==> src/rtl/disp7_scan.sv <==
// disp7_scan: four-digit common-anode 7-segment scanner for the 24-hour clock.
// A prescaler steps a slot index through the four digits. A frame-boundary
// snapshot keeps each frame tear-free. Every slot opens with a dead window
// that turns all anodes off to suppress ghosting. All outputs are registered,
// so nothing passes combinationally from the inputs to the pins.
module disp7_scan #(
   parameter int SCAN_DIV    = 250,
   parameter int BLANK_CYC   = 8,
   parameter int SEG_ACT_LOW = 1,
   parameter int AN_ACT_LOW  = 1
) (
   input  logic       clk,
   input  logic       rst,
   input  logic [3:0] M0,
   input  logic [3:0] M1,
   input  logic [3:0] H0,
   input  logic [1:0] H1,
   input  logic       Dots,
   input  logic       lz_en,
   output logic [6:0] seg,
   output logic       dp,
   output logic [3:0] an,
   output logic [1:0] digit_idx
);

   localparam int CNT_W = (SCAN_DIV > 1) ? $clog2(SCAN_DIV) : 1;
   localparam logic [CNT_W-1:0] CNT_LAST  = CNT_W'(SCAN_DIV - 1);
   localparam logic [CNT_W-1:0] CNT_BLANK = CNT_W'(BLANK_CYC);

   // XOR masks that map active-high internal levels onto the pin polarity.
   localparam logic [6:0] SEG_MASK = (SEG_ACT_LOW != 0) ? 7'h7F : 7'h00;
   localparam logic       DP_MASK  = (SEG_ACT_LOW != 0);
   localparam logic [3:0] AN_MASK  = (AN_ACT_LOW != 0) ? 4'hF : 4'h0;

   // Internal code that the decoder renders as an unlit digit.
   localparam logic [3:0] BLANK_CODE = 4'hF;

   // Scan state.
   logic [CNT_W-1:0] cnt_reg, cnt_next;
   logic [1:0]       idx_reg, idx_next;

   // Frame snapshot of the inputs.
   logic [3:0] sh_m0_reg, sh_m0_next;
   logic [3:0] sh_m1_reg, sh_m1_next;
   logic [3:0] sh_h0_reg, sh_h0_next;
   logic [1:0] sh_h1_reg, sh_h1_next;
   logic       sh_dots_reg, sh_dots_next;
   logic       sh_lz_reg, sh_lz_next;

   // Output registers, held at pin polarity.
   logic [6:0] seg_reg, seg_next;
   logic       dp_reg, dp_next;
   logic [3:0] an_reg, an_next;
   logic [1:0] didx_reg, didx_next;

   // Decode helpers.
   logic       slot_wrap;
   logic       frame_end;
   logic       win_active;
   logic [3:0] h1_code;
   logic [3:0] digit_code;
   logic [3:0] an_hot;

   // Active-high g..a pattern for one 4-bit digit code.
   function automatic logic [6:0] bcd_to_seg(input logic [3:0] v);
      logic [6:0] s;
      case (v)
         4'd0:    s = 7'b0111111;
         4'd1:    s = 7'b0000110;
         4'd2:    s = 7'b1011011;
         4'd3:    s = 7'b1001111;
         4'd4:    s = 7'b1100110;
         4'd5:    s = 7'b1101101;
         4'd6:    s = 7'b1111101;
         4'd7:    s = 7'b0000111;
         4'd8:    s = 7'b1111111;
         4'd9:    s = 7'b1101111;
         4'hF:    s = 7'b0000000;   // blink code: dark digit
         default: s = 7'b1000000;   // A..E: dash flags illegal BCD
      endcase
      return s;
   endfunction

   // State register: prescaler, slot index and frame snapshot.
   always_ff @(posedge clk) begin
      if (rst) begin
         cnt_reg     <= '0;
         idx_reg     <= 2'd0;
         sh_m0_reg   <= 4'd0;
         sh_m1_reg   <= 4'd0;
         sh_h0_reg   <= 4'd0;
         sh_h1_reg   <= 2'd0;
         sh_dots_reg <= 1'b0;
         sh_lz_reg   <= 1'b0;
      end else begin
         cnt_reg     <= cnt_next;
         idx_reg     <= idx_next;
         sh_m0_reg   <= sh_m0_next;
         sh_m1_reg   <= sh_m1_next;
         sh_h0_reg   <= sh_h0_next;
         sh_h1_reg   <= sh_h1_next;
         sh_dots_reg <= sh_dots_next;
         sh_lz_reg   <= sh_lz_next;
      end
   end

   // Next state: wrap the prescaler, step the slot, and snapshot on the frame boundary.
   always_comb begin
      slot_wrap    = (cnt_reg == CNT_LAST);
      frame_end    = slot_wrap && (idx_reg == 2'd3);
      cnt_next     = slot_wrap ? '0 : cnt_reg + 1'b1;
      idx_next     = slot_wrap ? idx_reg + 2'd1 : idx_reg;
      sh_m0_next   = sh_m0_reg;
      sh_m1_next   = sh_m1_reg;
      sh_h0_next   = sh_h0_reg;
      sh_h1_next   = sh_h1_reg;
      sh_dots_next = sh_dots_reg;
      sh_lz_next   = sh_lz_reg;
      if (frame_end) begin
         sh_m0_next   = M0;
         sh_m1_next   = M1;
         sh_h0_next   = H0;
         sh_h1_next   = H1;
         sh_dots_next = Dots;
         sh_lz_next   = lz_en;
      end
   end

   // H1 is two bits wide. Code 3 blinks dark rather than showing a dash.
   // Leading-zero suppression also turns a zero tens-hour dark.
   always_comb begin
      h1_code = {2'b00, sh_h1_reg};
      if (sh_h1_reg == 2'd3) begin
         h1_code = BLANK_CODE;
      end else if ((sh_h1_reg == 2'd0) && sh_lz_reg) begin
         h1_code = BLANK_CODE;
      end
   end

   // Select the snapshot digit for the current slot.
   always_comb begin
      case (idx_reg)
         2'd0:    digit_code = sh_m0_reg;
         2'd1:    digit_code = sh_m1_reg;
         2'd2:    digit_code = sh_h0_reg;
         default: digit_code = h1_code;
      endcase
   end

   // Dead time at the start of every slot keeps the previous digit's segments
   // from ghosting onto the next anode.
   assign win_active = (cnt_reg >= CNT_BLANK);

   // One-hot anode enable for the current slot, only inside the active window.
   genvar gi;
   generate
      for (gi = 0; gi < 4; gi++) begin : g_an
         assign an_hot[gi] = win_active && (idx_reg == 2'(gi));
      end
   endgenerate

   // Output logic: compute pin-polarity levels from the current count, slot and snapshot.
   always_comb begin
      seg_next  = SEG_MASK;
      dp_next   = DP_MASK;
      an_next   = AN_MASK ^ an_hot;
      didx_next = idx_reg;
      if (win_active) begin
         seg_next = SEG_MASK ^ bcd_to_seg(digit_code);
         dp_next  = DP_MASK ^ ((idx_reg == 2'd2) && sh_dots_reg);
      end
   end

   // Output register: one cycle of latency, and everything off during reset.
   always_ff @(posedge clk) begin
      if (rst) begin
         seg_reg  <= SEG_MASK;
         dp_reg   <= DP_MASK;
         an_reg   <= AN_MASK;
         didx_reg <= 2'd0;
      end else begin
         seg_reg  <= seg_next;
         dp_reg   <= dp_next;
         an_reg   <= an_next;
         didx_reg <= didx_next;
      end
   end

   assign seg       = seg_reg;
   assign dp        = dp_reg;
   assign an        = an_reg;
   assign digit_idx = didx_reg;

endmodule

==> config.mk <==
export PLATFORM = sky130hd
export DESIGN_NAME = disp7_scan
export DESIGN_NICKNAME = d
export VERILOG_FILES = /design/src/rtl/disp7_scan.sv
export SDC_FILE = /design/constraint.sdc
export NUM_CORES = 1
export LEC_CHECK = 0
export CAP_MARGIN = 10
export CORE_ASPECT_RATIO = 0.5
export CORE_UTILIZATION = 30
export DETAILED_ROUTE_END_ITERATION = 16
export SYNTH_ARGS = -nofsm -noshare
export SYNTH_HDL_FRONTEND = slang
export SYNTH_SLANG_ARGS = --single-unit
==> constraint.sdc <==
create_clock -name clk -period 2.3 [get_ports clk]
set_input_delay 0.69 -clock clk [delete_from_list [all_inputs] [get_ports clk]]
set_output_delay 0.69 -clock clk [all_outputs]
set_load 0.01 [all_outputs]
### Yosys cells after proc, flatten, opt, wreduce, memory -nomap -nowiden

Memory sizes are Yosys's and may differ from the RTL's.
Cells that the tools add are included.
Widths: inputs -> output; s select.

| cells by class | value |
|---|---|
| $add $sub $neg | 2 |
| $lt $le $gt $ge | 1 |
| equality and inequality tests | 5 |
| multiplexer cells | 4 |
| bitwise logic cells | 4 |
| reductions and logical operators | 11 |

Operator list:

| kind | count |
|---|---|
| $pmux 4 s3 | 1 |
| $add 8x1->8 const B | 1 |
| $eq 8x8->1 const B | 1 |
| $ge 8x4->1 const B | 1 |
| $mux 4 | 2 |
| $logic_and 1x1->1 | 7 |
| $mux 7 | 1 |
| $not 7->7 | 1 |
| $eq 2x2->1 const B | 3 |
| $logic_not 2->1 | 2 |
| $not 4->4 | 1 |
| $reduce_or 2->1 | 2 |
| $add 2x1->2 const B | 1 |
| $eq 2x1->1 const B | 1 |
| $not 1->1 | 2 |

| word-level totals | value |
|---|---|
| register bits after elaboration | 40 |
| bits in read-only memories | 112 |
| bits of input ports | 18 |
| output and inout bits | 14 |
| logic and storage cells | 40 |
| memories | 1 |

Memory list:

| memory | words | bits a word | read ports | clocked after memory_dff | write ports | RTL line | source |
|---|---|---|---|---|---|---|---|
| (name not given) | 16 | 7 | 1 | 0 | 0 | 67 | `case (v)` |

### Depth between registers and ports, before layout

An unclocked memory read counts as a cell.

| depth | value |
|---|---|
| depth after elaboration | 8 |
| gate-level depth with buffers | 9 |
| gate-level depth less buffers | 9 |

### Worst setup path after synthesis

Ideal clock, no wire load.

| timing path | value |
|---|---|
| path type | flip-flop to flip-flop |
| start | register idx_reg[0], in the netlist didx_next[0] |
| end | register seg_reg[0], in the netlist seg[0] |
| library setup time | 0.138 ns |
| data arrival time | 1.847 ns |
| data required time | 2.162 ns |
| slack | 0.315 ns |
| cell stages (with the launch flop) | 7 |
| buffers on the path | 0 |
| clock period less this slack | 1.985 ns |
| cell sequence | dfxtp_1 > inv_1 > ha_1 > a222oi_1 > a22oi_2 > o21ai_1 > nand4_1 |

| on the way | value |
|---|---|
| cells in the longest elaborated chain, start to end | 5 |
| elaborated cells between the ends (all ways) | 7 |
| those cells by class | eq/ne (2); mux (2); bitwise (1); reduce/logical (1); memory (1) |

RTL lines:

| element | RTL line | source |
|---|---|---|
| start, declared | 40 | `logic [1:0] idx_reg, idx_next;` |
| start signal, assigned | 97 | `idx_reg <= idx_next;` |
| $eq 2x2->1 (tied with other cells) | 142 | `case (idx_reg)` |
| $pmux 4 s3 * | 142 |  |
| $mem_v2 16x7 * | n/a |  |
| $mux 7 * | 168 | `if (win_active) begin` |
| $not 7->7 (no source line) * | n/a |  |
| end signal, assigned | 182 | `seg_reg <= seg_next;` |
| end, declared | 51 | `logic [6:0] seg_reg, seg_next;` |

Every way passes the cells marked *; elsewhere a longest branch is shown, timed or not. The select of a mux whose other input is x is not followed.
A chain may end at the register's enable or synchronous reset.

### Worst setup path in the final report

Ends and elaborated chain as after synthesis.

==> flow_summary.yaml <==
logic_synthesis:
  synth_largest_area_cell: "dfxtp_1"
  synth-edff-count: 0
  netlist_area_sq_um: 1760
  synth.yosys.warnings: 0
  synth.yosys.seq_area_share_pct: 45.4
  async_reset_ff_share_pct: 0
  synth.net_count: 236
  yosys.area.top_type_share_pct: 45.4
  ys_seq_elements: 40
  yosysUniqueCellTypes: 36
  syn_inst: 205
  syn_area_per_cell_sq_um: 8.60
  synth.top_cells.by_area: "dfxtp_1 (45%), ha_1 (9.2%), a21oi_1 (6.2%)"
  yosys_most_used_dff: "dfxtp_1"
pwr:
  powerDensity_nw_per_um2: 606
  ir_worst_vdd_mv: 0.278
  power.static_leakage_uw: 0.000825
route:
  detail_route.iter0.violations: 78
  antenna_left: 0
  drtPass1Iterations: 4
  mean_number_of_vias_per_cell: 4.78
  met1Wirelength_mm: 1.77
  drc_errors: 0
  dr.max_layer_used: "met3"
  route.final.wire_length_mm: 3.68
  average_wire_per_cell_in_the_routed_design_microns: 11.8
  via_count: 1490
  met2_wirelength_mm: 1.71
  wl_met3_microns: 201
job:
  cap_viol_max_count: 0
timing:
  worst_slew_pin_slew_ns: 0.616
  setup_repair_after_global_routing_missed_its_margin: "no"
  timing.final.crit_period_ns: 2.15
  hold-worst-slack_ns: 0.406
  final.setup.tns_ns: 0
  final-max-slew-violation-count: 0
  clock_skew_ns: 0.00285
  setup_viol: 0
  fin_crit_sh_pct: 93.6
  maxClockFrequency_ghz: 0.465
  maxSlewHeadroom_pct: 58.9
  endpoints_failing_hold: 0
global_route:
  pin_count_of_the_biggest_net_entering_global_routing: 21
  wire_length_of_the_first_global_routing_pass_mm: 6.34
  initial_antenna_violation_count: 0
  overflow: 0
  grt_pass1_vias: 1405
  gr-usage-all-layers_pct: 12.7
floorplanning:
  core_area_sq_um: 5560
  rows: 19
  initial_core_util_pct: 31.7
  ios: 32
  dieHeight_microns: 56.2
  dieWidth_microns: 110
  die_area_sq_um: 6210
setup_path:
  number_of_cells_on_the_worst_reg_to_reg_path: 6
  worst-endpoint-arrival_ns: 2.30
  r2r-end: "seg[0]"
  critPathLaunchType: "flop"
  endpoint_kind: "flop"
  worst_setup_path_endpoint: "seg[0]"
  critPathLaunch: "didx_next[0]"
  timing_worst_setup_path_type: "reg2reg"
  timing.reg2reg.setup_slack_ns: 0.15
  rr_startpoint: "didx_next[0]"
  required_ns: 2.45
  crit_fanout: 5
placement:
  gp_congestion: 0.845
  detailed_place_hpwl_mm: 2.70
  port_buffers: 31
clocking:
  clk_latency_ns: 0.27
  cts_tree: "done"
  cts.reportedPaths.clkPinSlew_ns: 0.06
  h_tree_depth: 2
  clock-sinks: 40
  cts.path.max_buffers: 2
  cts_bufs_inserted: 5
  clock-root-buffer: "clkbuf_16"
  cts_hold_repair.buffers: 0
status:
  run_status: "finished, final reports clean"
cells_and_area:
  filler_cell_count: 574
  largest_register_ff_count: 8
  drive_above_1_share_pct: 6.28
  layout.cells.most_common: "dfxtp_1"
  areaGrowthSynthToFinish_pct: 30.9
  num-nets-final: 270
  most-common-layout-cells: "dfxtp_1 (40), clkdlybuf4s50_1 (31), nand2_1 (27)"
  diodes: 0
min_path:
  launch_point_of_the_worst_hold_path: "sh_dots_reg"
  hold_path.class: "reg2reg"
==> cell families (layout without fill, tap and decap cells) <==
logic type	Yosys count	count (layout)	share of synthesized area, %
fa+ha+maj	13	13	9.23
compound gates	42	42	15.4
buf+inv	21	55	4.83
simple gates	82	82	21.6
flops	40	40	45.4
xor+xnor	7	7	3.48
==> cell type report <==
cell class / instances / area, sq um / area share (%)
inverters: 11 / 41.3 / 1.79
clock inverters: 1 / 5.00 / 0.217
multi-input cells: 144 / 885 / 38.3
well taps: 73 / 91.3 / 3.96
clock buffers: 6 / 129 / 5.59
repair buffers: 37 / 355 / 15.4
flip-flops and latches: 40 / 801 / 34.7
==> layer usage <==
| metal | global-route usage [%] | up-vias |
|---|---|---|
| met2 | 21.0 | 36 |
| met5 | 0 | - |
| met1 | 15.7 | 689 |
| li1 | - | 765 |
| met4 | 4.00 | 0 |
| met3 | 4.36 | 0 |
==> power breakdown <==
group	switching, uW	leakage (uW)	total (uW)	internal (uW)
logic	17.6	0.000435	50.8	33.2
registers	5.82	0.000323	704	698
clock network	250	0.0000667	643	394
total	273	0.000825	1400	1130
==> critical path: stages (launching register included) <==
cell      delay [ns]
dfxtp_1         0.43
inv_1           0.12
ha_1            0.28
a222oi_1        0.62
a22oi_2         0.19
o21ai_1         0.27
nand4_1         0.11
==> Yosys cell counts, types with 4 or more instances <==
cell and instances:
nor2_1 18, nand3_1 21, o21ai_1 4, a22oi_1 4, inv_1 11, nand2_1 27
dfxtp_1 40, xnor2_1 4, a21oi_1 22, nand4_1 4, ha_1 13, clkbuf_1 7
==> repair_timing <==
action | 4_1_cts | 5_1_grt
resized for setup | 0 | 1
endpoints found under the setup margin | 0 | 5
setup buffers | 0 | 1
==> worst min path at each step <==
stage	to	slack, ns	cells past startpoint
after global routing	dp	0.44	1
after global placement	dp	0.39	1
after floorplan	dp	0.37	1
final	dp	0.41	1
after CTS	dp	0.41	1
after detailed placement	dp	0.40	1
==> per-stage QoR <==
stage | power (uW) | util (%) | setup WS [ns] | std cells | cell area (sq um)
6_report | 1400 | 41.5 | 0.148 | 312 | 2310
5_1_grt | 1450 | 41.5 | 0.0607 | 312 | 2310
4_1_cts | 1420 | 41.2 | 0.122 | 311 | 2290
3_5_place_dp | 770 | 38.8 | 0.135 | 304 | 2160
3_3_place_gp | 769 | 38.8 | 0.227 | 304 | 2160
2_1_floorplan | 734 | - | 0.315 | 205 | 1760
Power figures use the tool's default switching activity.
